$ cat src/rtl/if_fetch_unit.sv
// Instruction fetch: owns the PC, requests words from a 1-cycle IMEM, and buffers them in 2 entries for IF/ID.
// Latency: request in cycle N gives IF_Valid in N+2, or N+1 when FETCH_BYPASS_EN is defined.
// Backpressure: Stall holds the head entry; issue stops once buffered plus inflight words reach 2.
module if_fetch_unit #(
   parameter logic [29:0] RESET_PC   = 30'h0000C00,
   parameter int          FIFO_DEPTH = 2
) (
   input  logic        Clk,
   input  logic        Rst_n,
   input  logic        Stall,
   input  logic        Redirect,
   input  logic [29:0] RedirectPC,
   output logic        IM_Req,
   output logic [29:0] IM_Addr,
   input  logic [31:0] IM_Data,
   output logic [31:0] IF,
   output logic [29:0] PC_IF,
   output logic        IF_Valid
);

   logic [29:0] fetch_pc_q, fetch_pc_d;
   logic [29:0] req_pc_q, req_pc_d;
   logic [29:0] last_pc_q;
   logic        inflight_q, inflight_d;
   logic        drop_q, drop_d;
   logic        head_q, head_d;
   logic [1:0]  count_q, count_d;
   logic [31:0] instr_q [FIFO_DEPTH];
   logic [29:0] pc_q    [FIFO_DEPTH];

   logic        fifo_vld, rsp_vld, byp, pop, fifo_pop, push, push_en, tail;
   logic [2:0]  occ;

   assign fifo_vld = (count_q != 2'd0);
   assign rsp_vld  = inflight_q & ~drop_q;
   assign tail     = head_q ^ count_q[0];

`ifdef FETCH_BYPASS_EN
   // An arriving word may feed IF/ID directly while the buffer is empty.
   assign byp = ~fifo_vld & rsp_vld;
`else
   assign byp = 1'b0;
`endif

   assign IF_Valid = fifo_vld | byp;
   assign pop      = IF_Valid & ~Stall & ~Redirect;
   assign fifo_pop = pop & fifo_vld;
   assign push     = rsp_vld & ~(byp & pop);
   assign push_en  = push & ~Redirect;

   always_comb begin
      IF    = 32'h0;
      PC_IF = last_pc_q;
      if (fifo_vld) begin
         IF    = instr_q[head_q];
         PC_IF = pc_q[head_q];
      end else if (byp) begin
         IF    = IM_Data;
         PC_IF = req_pc_q;
      end
   end

   // Occupancy after this cycle's pop must leave room for one more response.
   assign occ     = {1'b0, count_q} + {2'b00, inflight_q} - {2'b00, pop};
   assign IM_Req  = Rst_n & ~Redirect & (occ <= 3'd1);
   assign IM_Addr = fetch_pc_q;

   always_comb begin
      fetch_pc_d = fetch_pc_q;
      req_pc_d   = req_pc_q;
      inflight_d = IM_Req;
      drop_d     = 1'b0;
      head_d     = head_q;
      count_d    = count_q;
      if (IM_Req) begin
         fetch_pc_d = fetch_pc_q + 30'd1;
         req_pc_d   = fetch_pc_q;
      end
      if (Redirect) begin
         fetch_pc_d = RedirectPC;
         drop_d     = inflight_d;
         count_d    = 2'd0;
      end else begin
         count_d = count_q + {1'b0, push} - {1'b0, fifo_pop};
         head_d  = head_q ^ fifo_pop;
      end
   end

   always_ff @(posedge Clk or negedge Rst_n) begin
      if (!Rst_n) begin
         fetch_pc_q <= RESET_PC;
         req_pc_q   <= RESET_PC;
         last_pc_q  <= RESET_PC;
         inflight_q <= 1'b0;
         drop_q     <= 1'b0;
         head_q     <= 1'b0;
         count_q    <= 2'd0;
         for (int i = 0; i < FIFO_DEPTH; i++) begin
            instr_q[i] <= 32'h0;
            pc_q[i]    <= 30'h0;
         end
      end else begin
         fetch_pc_q <= fetch_pc_d;
         req_pc_q   <= req_pc_d;
         last_pc_q  <= PC_IF;
         inflight_q <= inflight_d;
         drop_q     <= drop_d;
         head_q     <= head_d;
         count_q    <= count_d;
         if (push_en) begin
            instr_q[tail] <= IM_Data;
            pc_q[tail]    <= req_pc_q;
         end
      end
   end

   a_count_bound: assert property (@(posedge Clk) disable iff (!Rst_n) count_q <= 2'd2);

endmodule

$ cat config.mk
export PLATFORM = sky130hd
export DESIGN_NAME = if_fetch_unit
export DESIGN_NICKNAME = d
export VERILOG_FILES = /design/src/rtl/if_fetch_unit.sv
export SDC_FILE = /design/constraint.sdc
export NUM_CORES = 1
export LEC_CHECK = 0
export CORE_ASPECT_RATIO = 1.75
export CORE_MARGIN = 8
export CORE_UTILIZATION = 57
export DETAILED_ROUTE_END_ITERATION = 12
export DONT_BUFFER_PORTS = 1
export PLACE_DENSITY = 0.85
export SYNTH_ARGS = -nofsm -noshare
export SYNTH_HDL_FRONTEND = slang
export SYNTH_SLANG_ARGS = --single-unit
$ cat constraint.sdc
create_clock -name Clk -period 3.4 [get_ports Clk]
set_input_delay 0.51 -clock Clk [delete_from_list [all_inputs] [get_ports Clk]]
set_output_delay 0.51 -clock Clk [all_outputs]
set_load 0.01 [all_outputs]
# Yosys cells after proc, flatten, opt, wreduce, memory -nomap -nowiden
# Cells that the tools add are included.
# Widths: inputs -> output; s select.
[classes]
addsub = 5
mul = 0
n_div = 0
magnitude_cmp = 4
n_eq_ne = 0
shift = 0
n_mux = 18
bitwise_logic = 14
reduce_logical = 3
[ops]
columns = ["op", "count"]
rows = [
  ["$mux 30", 7],
  ["$mux 32", 5],
  ["$bwmux 64", 1],
  ["$bwmux 60", 1],
  ["$demux 32 s1", 1],
  ["$add 30x1->30 const B", 1],
  ["$demux 30 s1", 1],
  ["$and 1x1->1", 7],
  ["$ge 2x2->1 const B", 2],
  ["$not 1->2", 2],
  ["$reduce_bool 2->1", 2],
  ["$add 2x1->3", 1],
  ["$le 3x1->1 const B", 1],
  ["$not 1->1", 3],
  ["$sub 3x1->3", 1],
  ["$add 2x1->2", 1],
  ["$lt 2x1->1 const B", 1],
  ["$mux 2", 1],
  ["$sub 2x1->2", 1],
  ["$xor 1x1->1", 2],
  ["$logic_and 1x1->1", 1],
  ["$mux 1", 1],
]
[word_totals]
regBits = 219
latch_bits = 0
mem_bits_rw = 0
mem_bits_ro = 0
in_bits = 66
out_inout_bits = 94
elab_cells = 55
n_memories = 0

# Depth between registers and ports, before layout
# Gate-level depths: netlist of the first run.
[logic_depth]
ltp_word = 8
depth_mapped = 14
ltp_nobuf = 13

# Least setup slack after synthesis of the first run
# No wires, ideal clock.
[synth_path]
path_type = "input to output"
startpoint = "in Redirect"
endpoint = "out IM_Req"
arrival_ns = 2.809
required_time_ns = 2.890
slack_ns = 0.081
cell_stages = 12
n_path_buf = 3
cell_sequence = "clkbuf_1 > nor3_1 > ha_1 > inv_1 > ha_1 > inv_1 > fa_1 > xor2_1 > or3_4 > inv_2 > buf_2 > buf_2"
[synth_via]
elab_chain_len = 5
elab_cells_between_ends = 6
cone_classes = "1 x add/sub; 1 x order compare; 4 x bitwise"
[synth_rtl]
columns = ["item", "line", "source"]
rows = [
  ["start, declared", "11", "input logic Redirect,"],
  ["$not 1->1 (*)", "46, 65", ""],
  ["$and 1x1->1", "46", "assign pop = IF_Valid & ~Stall & ~Redirect;"],
  ["$sub 3x1->3", "64", "assign occ = {1'b0, count_q} + {2'b00, inflight_q} - {2'b00, pop};"],
  ["$le 3x1->1", "65", "assign IM_Req = Rst_n & ~Redirect & (occ <= 3'd1);"],
  ["$and 1x1->1 (*)", "65", ""],
  ["end, declared", "13", "output logic IM_Req,"],
]
# Mark *: on every way between the ends. The rest lies on a longest branch, timed or not.

# Final worst setup path of the first run
[layout_path]
startpoint = "reg count_q[1]"
endpoint = "out IM_Req"
[layout_via]
elab_chain_len = 6
elab_cells_between_ends = 7
cone_classes = "2 x add/sub; 1 x order compare; 3 x bitwise; 1 x reduce/logical"
[layout_rtl]
columns = ["item", "line", "source"]
rows = [
  ["start, declared", "27", "logic [1:0] count_q, count_d;"],
  ["start signal, assigned", "109", "count_q <= count_d;"],
  ["$reduce_bool 2->1", "34", "assign fifo_vld = (count_q != 2'd0);"],
  ["$and 1x1->1 (2 in series)", "46", ""],
  ["$sub 3x1->3 (*)", "64", ""],
  ["$le 3x1->1 (*)", "65", ""],
  ["$and 1x1->1 (*)", "65", ""],
]
# Marks and branches as above.

==> results of run 1 <==
==> cells in the final DEF, fill, tap and decap left out, types with 11 or more instances in the layout <==
cell / instances
nor2_1: 49
nand3_1: 15
mux2_1: 62
o21ai_1: 11
mux2_2: 62
o21ai_0: 38
dfrtp_1: 210
mux2i_1: 63
clkbuf_16: 21
nand2_1: 154
buf_4: 11
==> sequential cells by signal, summed over array words and instances, names as in the netlist <==
name / flops
pc_q: 60
count_q: 2
req_pc_q: 30
head_q: 1
drop_q: 1
IM_Addr: 30
instr_q: 64
inflight_q: 1
last_pc_q: 30
==> synthesized netlist by cell type (5+ instances only) <==
| cell | n | share of area (%) |
|---|---|---|
| dfrtp_1 | 213 | 55 |
| nand2_1 | 155 | 6.0 |
| mux2i_1 | 63 | 6.5 |
| mux2_1 | 62 | 7.2 |
| mux2_2 | 62 | 7.2 |
| nor2_1 | 51 | 2.0 |
| o21ai_0 | 38 | 2.0 |
| buf_2 | 22 | 1.1 |
| clkbuf_1 | 20 | 0.78 |
| nand3_1 | 15 | 0.78 |
| o21ai_1 | 11 | 0.57 |
| inv_1 | 9 | 0.35 |
| nand4_1 | 9 | 0.58 |
| o211ai_1 | 9 | 0.70 |
| nand3b_1 | 8 | 0.62 |
| buf_1 | 6 | 0.23 |
| dfstp_2 | 6 | 1.6 |
| nor3_1 | 6 | 0.31 |
| a21oi_1 | 5 | 0.26 |
| a31oi_1 | 5 | 0.32 |
| a32oi_1 | 5 | 0.45 |
| ha_1 | 5 | 0.65 |
==> logic make-up (layout without fill, tap and decap cells) <==
logic type               Yosys count  count (layout)  share of synthesized area, %
buffers and inverters             60              54                         2.688
XOR/XNOR                           7               7                        0.6333
multiplexers                     187             187                         20.94
flip-flops                       219             219                         56.69
adder cells (fa/ha/maj)            6               6                        0.8531
other                              1               1                       0.03874
AND/OR/NAND/NOR                  271             271                         12.87
AO/OA/AOI/OAI                     85              85                         5.286
==> power by group through the flow <==
stage                     Sequential, mW  Combinational (mW)  Clock [mW]
after floorplan                     4.15                1.95           0
after global placement              4.31                2.24           0
after detailed placement            4.38                2.33           0
after CTS                           4.34                2.34        2.17
after global routing                4.47                2.58        2.28
final                               4.33                2.31        2.12
==> layout make-up <==
| cell class | count | area, µm² | share of cell area [%] |
|---|---|---|---|
| clock inverters | 5 | 25.02 | 0.2386 |
| inverters | 10 | 40.04 | 0.3818 |
| multi-input cells | 557 | 3958 | 37.74 |
| clock buffers | 27 | 588.1 | 5.608 |
| repair buffers | 12 | 97.59 | 0.9307 |
| well taps | 227 | 284.0 | 2.709 |
| flip-flops and latches | 219 | 5494 | 52.39 |
==> routing by layer <==
layer	wire length [µm]	vias up	part of all wire (%)
li1	-	2865	-
met1	7990	3090	39
met2	10530	197	51
met3	1582	33	7.7
met4	425	0	2.1
met5	0	-	0
==> what timing repair did <==
action	4_1_cts	5_1_grt
gates resized for setup	2	6
hold endpoints to repair	219	219
setup endpoints to repair	4	7
pin swaps	0	1
setup buffers	0	1
==> worst max-delay path, cell delays in order (launching register included) <==
cell,delay [ns]
dfrtp_2,0.43
nor2_4,0.15
nor3_4,0.05
ha_1,0.26
inv_1,0.06
ha_1,0.12
inv_1,0.04
fa_1,0.37
xor2_1,0.15
or3_4,0.39
inv_4,0.10
buf_8,0.15
==> worst max-delay path by stage <==
stage,slack [ns],endpoint,cells past startpoint,from
floorplan,0.08,IM_Req,12,Redirect
global placement,0.07,IM_Addr[6],12,Redirect
detailed placement,-0.03,IM_Addr[6],12,Redirect
CTS,0.01,IM_Req,11,count_q[0]
global route,0.002,IM_Req,11,count_q[1]
finish,0.12,IM_Req,11,count_q[1]
==> impl_metrics.py, run 1 <==
metrics = {
    "worst_setup_path": {
        "arrival_ns": 2.77,
        "r2r_slack_ns": 0.44,
        "crit_type": "register to primary output",
        "start_kind": "register",
        "ff2ff_path_depth": 14,
        "critPathMaxFanout": 13,
        "worstPathRequired_ns": 2.89,
        "r2r-end": "IM_Addr[25]",
        "cp-end-kind": "primary output",
        "r2r_start": "count_q[1]",
    },
    "global_route": {
        "grt_use_met1_pct": 22.82,
        "gr-usage-met2_pct": 32.76,
        "grtUsageMet3_pct": 4.776,
        "grt_pass1_wl_um": 33620,
        "grt_max_degree": 221,
        "grtUsageTotal_pct": 19.14,
        "grt-busiest-layer": "met2",
        "global_route.overflow_total": 0,
        "antenna_found_initial": 0,
        "grt_pass1_vias": 6361,
    },
    "routing": {
        "drt_iter0_drc": 394,
        "wl_per_cell_um": 19.42,
        "drc": 0,
        "ant_nets": 0,
        "firstDrtPassIters": 5,
        "num_vias": 6185,
        "routed_wl_um": 20530,
        "viasPerCell": 5.851,
    },
    "sta": {
        "maxClockFrequency_mhz": 305.1,
        "holdWs_ns": -0.2727,
        "finalMaxSlewViolations": 0,
        "relSlewSlack_pct": 39.11,
        "rsz0062_at_grt": "no",
        "timing.final.crit_share_pct": 96.41,
        "min_period_ns": 3.278,
        "setup-violations-final": 0,
        "setup_ws_ns": 0.1219,
        "fin_setup_tns_ns": 0,
        "hold_viol": 213,
        "skew_ns": 0.008677,
        "tightest_slew_ns": 0.9133,
    },
    "run_status": {
        "violations": "negative hold slack",
        "outcome": "complete, but fails checks",
    },
    "die": {
        "io_pins": 160,
        "core-area_um2": 16790,
        "row_count": 63,
        "start_util_pct": 57.66,
        "dieArea_um2": 21570,
        "die_y_um": 188.4,
        "die_w_um": 114.5,
    },
    "placed_design": {
        "port_buffers": 0,
        "gp_congestion": 0.8273,
        "dpl.cell_count": 1024,
        "hpwlAfterDp_um": 13530,
        "dpl-instance-area_um2": 9839,
        "dpl_worst_slack_ns": -0.03316,
    },
    "synth": {
        "synth-edff-count": 0,
        "synthesis.instances": 836,
        "synth_nets": 908,
        "syn_area_um2": 9681,
        "ys_ff_latch": 219,
        "async_reset_ff_share_pct": 100.0,
        "ys_types": 50,
        "ys_seq_area_share_pct": 56.69,
        "synth_warnings": 0,
        "synth_top_flop_cell": "dfrtp_1",
        "syn_area_per_cell_um2": 11.58,
    },
    "cells_and_area": {
        "fin_util_pct": 62.46,
        "area_growth_pct": 8.324,
        "fillers": 1303,
        "drive_gt1_share_pct": 15.54,
        "fin_cells": 1057,
        "final_cell_area_um2": 10490,
        "nNetsFinal": 893,
        "num_antenna_cells": 0,
    },
    "power_and_ir_drop": {
        "pwr-share-seq_pct": 49.4,
        "p_leak_nw": 4.951,
        "power.density_nw_per_um2": 835.9,
        "power_frac_comb_pct": 26.3,
        "clockPowerShare_pct": 24.2,
        "switching_share_pct": 32.20,
        "intPower_mw": 5.943,
        "p_total_mw": 8.765,
        "peakVddDrop_mv": 0.4318,
        "p_switching_mw": 2.822,
    },
    "cts": {
        "insertion_delay_ns": 0.48,
        "cts_tree": "yes",
        "cts.sinks": 219,
        "clk_pin_slew_ns": 0.06,
        "numCtsBuffers": 21,
        "cts_buffer_depth": 3,
        "cts_max_level": 1,
        "clockRootBuffer": "clkbuf_16",
    },
    "run": {
        "maxCapViolCount": 0,
    },
    "min_path": {
        "worstHoldPathType": "primary input to asynchronous set/reset pin",
    },
}
No activity file was read; power rests on OpenSTA's default activity.
==> run 2: changes to the inputs <==
--- a/config.mk
+++ b/config.mk
@@ -14,3 +14,4 @@
 export SYNTH_ARGS = -nofsm -noshare
 export SYNTH_HDL_FRONTEND = slang
 export SYNTH_SLANG_ARGS = --single-unit
+export TNS_END_PERCENT = 5
==> run 2 against run 1 <==
Effect of this change: critical path depth did not move; maximum frequency fell by 0.57%; highest routed layer unchanged; total power barely moved; the run still ends with negative hold slack left; non-clock buffer count fell by 1; routed wire length rose by 0.30%; largest cell class unchanged; die area did not move; critical endpoint unchanged; clock power barely moved; count of clock-buffer cells in the layout did not move; critical path type unchanged; sequential cell count did not move.
==> impl_metrics.py, run 2 (synthesis results as in run 1) <==
metrics = {
    "cts": {
        "insertion_delay_ns": 0.48,
        "cts_buffer_depth": 3,
        "cts_max_level": 1,
        "cts_tree": "yes",
        "clockRootBuffer": "clkbuf_16",
        "clk_pin_slew_ns": 0.06,
        "cts.sinks": 219,
        "numCtsBuffers": 21,
    },
    "power_and_ir_drop": {
        "switching_share_pct": 32.20,
        "power_frac_comb_pct": 26.3,
        "p_switching_mw": 2.822,
        "intPower_mw": 5.942,
        "clockPowerShare_pct": 24.2,
        "pwr-share-seq_pct": 49.4,
        "p_total_mw": 8.764,
        "power.density_nw_per_um2": 836.3,
        "peakVddDrop_mv": 0.4317,
        "p_leak_nw": 4.946,
    },
    "cells_and_area": {
        "final_common_cell": "dfrtp_1",
        "nNetsFinal": 892,
        "top_regs": "instr_q x64, pc_q x60",
        "fin_util_pct": 62.41,
        "drive_gt1_share_pct": 15.44,
        "largest_reg_flops": 64,
        "num_antenna_cells": 0,
        "area_growth_pct": 8.246,
        "final_cell_mix": "210 x dfrtp_1, 154 x nand2_1, 63 x mux2i_1, 62 x mux2_2, 62 x mux2_1",
        "top_register": "instr_q",
        "final_cell_area_um2": 10480,
    },
    "sta": {
        "maxClockFrequency_mhz": 303.3,
        "setup-violations-final": 0,
        "tightest_slew_ns": 0.9081,
        "timing.final.crit_share_pct": 96.97,
        "finalMaxSlewViolations": 0,
        "fin_setup_tns_ns": 0,
        "holdWs_ns": -0.2724,
        "skew_ns": 0.008754,
        "hold_viol": 213,
        "relSlewSlack_pct": 39.46,
        "min_period_ns": 3.297,
        "rsz0062_at_grt": "yes",
        "setup_ws_ns": 0.1030,
    },
    "routing": {
        "viasPerCell": 5.860,
        "firstDrtPassIters": 4,
        "wl_per_cell_um": 19.50,
        "drt_iter0_drc": 435,
        "routed_wl_um": 20590,
        "ant_nets": 0,
        "drc": 0,
        "num_vias": 6188,
    },
    "min_path": {
        "worstHoldPathType": "primary input to asynchronous set/reset pin",
    },
    "placed_design": {
        "dpl-instance-area_um2": 9839,
        "dpl_worst_slack_ns": -0.03316,
        "port_buffers": 0,
        "hpwlAfterDp_um": 13530,
        "gp_congestion": 0.8273,
    },
    "die": {
        "dieArea_um2": 21570,
        "core-area_um2": 16790,
        "start_util_pct": 57.66,
        "io_pins": 160,
        "die_w_um": 114.5,
        "die_y_um": 188.4,
        "row_count": 63,
    },
    "run_status": {
        "violations": "negative hold slack",
        "outcome": "complete, but fails checks",
    },
    "worst_setup_path": {
        "r2r-end": "IM_Addr[25]",
        "worstPathRequired_ns": 2.89,
        "arrival_ns": 2.79,
        "slowest_delay_ns": 0.44,
        "crit_family": "adder cells",
        "cp-end-kind": "primary output",
        "r2r_start": "count_q[0]",
        "crit_type": "register to primary output",
        "slowest_stage": "dfrtp_2",
        "crit_chain": "nor2_4, nor3_4, ha_1, inv_1, ha_1, inv_1, fa_1, xor2_1, or3_4, inv_4, buf_8",
        "start_kind": "register",
        "ff2ff_path_depth": 14,
        "worst-path-buf-inv": 4,
        "r2r_slack_ns": 0.42,
        "critPathMaxFanout": 13,
    },
    "global_route": {
        "gr-usage-met2_pct": 32.76,
        "grt_pass1_wl_um": 33620,
        "grtUsageMet3_pct": 4.776,
        "global_route.overflow_total": 0,
        "grt_pass1_vias": 6361,
        "grt_use_met1_pct": 22.82,
        "grt-busiest-layer": "met2",
        "grt_max_degree": 221,
        "antenna_found_initial": 0,
        "grtUsageTotal_pct": 19.14,
    },
    "run": {
        "maxCapViolCount": 0,
    },
}
==> run 2: worst reg2reg max path, delay by kind of cell (launching register included) <==
kind / cells / cell delay [ns]
and+or+nand+nor: 6 / 1.21
adders and majority gates: 3 / 0.75
DFF: 1 / 0.44
buffers and inverters: 4 / 0.36
xor gates and xnor gates: 1 / 0.16
==> run 2: power groups by stage <==
stage,clock network (mW),registers (mW),logic (mW)
floorplan,0,4.15,1.95
global placement,0,4.31,2.24
detailed placement,0,4.38,2.33
CTS,2.17,4.34,2.34
global route,2.28,4.47,2.58
finish,2.12,4.33,2.31
==> run 2: worst max-delay path by stage <==
stage / from / end / cells past startpoint
6_report: count_q[0] / IM_Req / 11
5_1_grt: count_q[0] / IM_Req / 11
4_1_cts: count_q[0] / IM_Req / 11
3_5_place_dp: Redirect / IM_Addr[6] / 12
3_3_place_gp: Redirect / IM_Addr[6] / 12
2_1_floorplan: Redirect / IM_Req / 12
==> run 2: layer usage <==
layer	wire length, µm	share of wire (%)
met1	7928	39
met2	10560	51
met3	1643	8.0
met4	463	2.2
met5	0	0
==> run 2: stage by stage <==
step / cells / hold WS, ns
after floorplan: 836 / 0.2144
after global placement: 1024 / 0.2245
after detailed placement: 1024 / 0.2238
after CTS: 1056 / -0.2924
after global routing: 1056 / -0.2931
final: 1056 / -0.2724
==> run 2: final cells by class <==
cell class / instances / area [µm²]
fillers: 1305 / 6311
flip-flops and latches: 219 / 5494
multi-input cells: 557 / 3958
clock buffers: 27 / 588.1
well taps: 227 / 284.0
repair buffers: 11 / 90.09
inverters: 10 / 40.04
clock inverters: 5 / 25.02
==> run 2: what timing repair did <==
item / 4_1_cts / 5_1_grt
endpoints found under the setup margin: 4 / 7
hold endpoints to repair: 219 / 219
gates resized for setup: 2 / 6
cloned: 0 / 0
setup buffers: 0 / 0
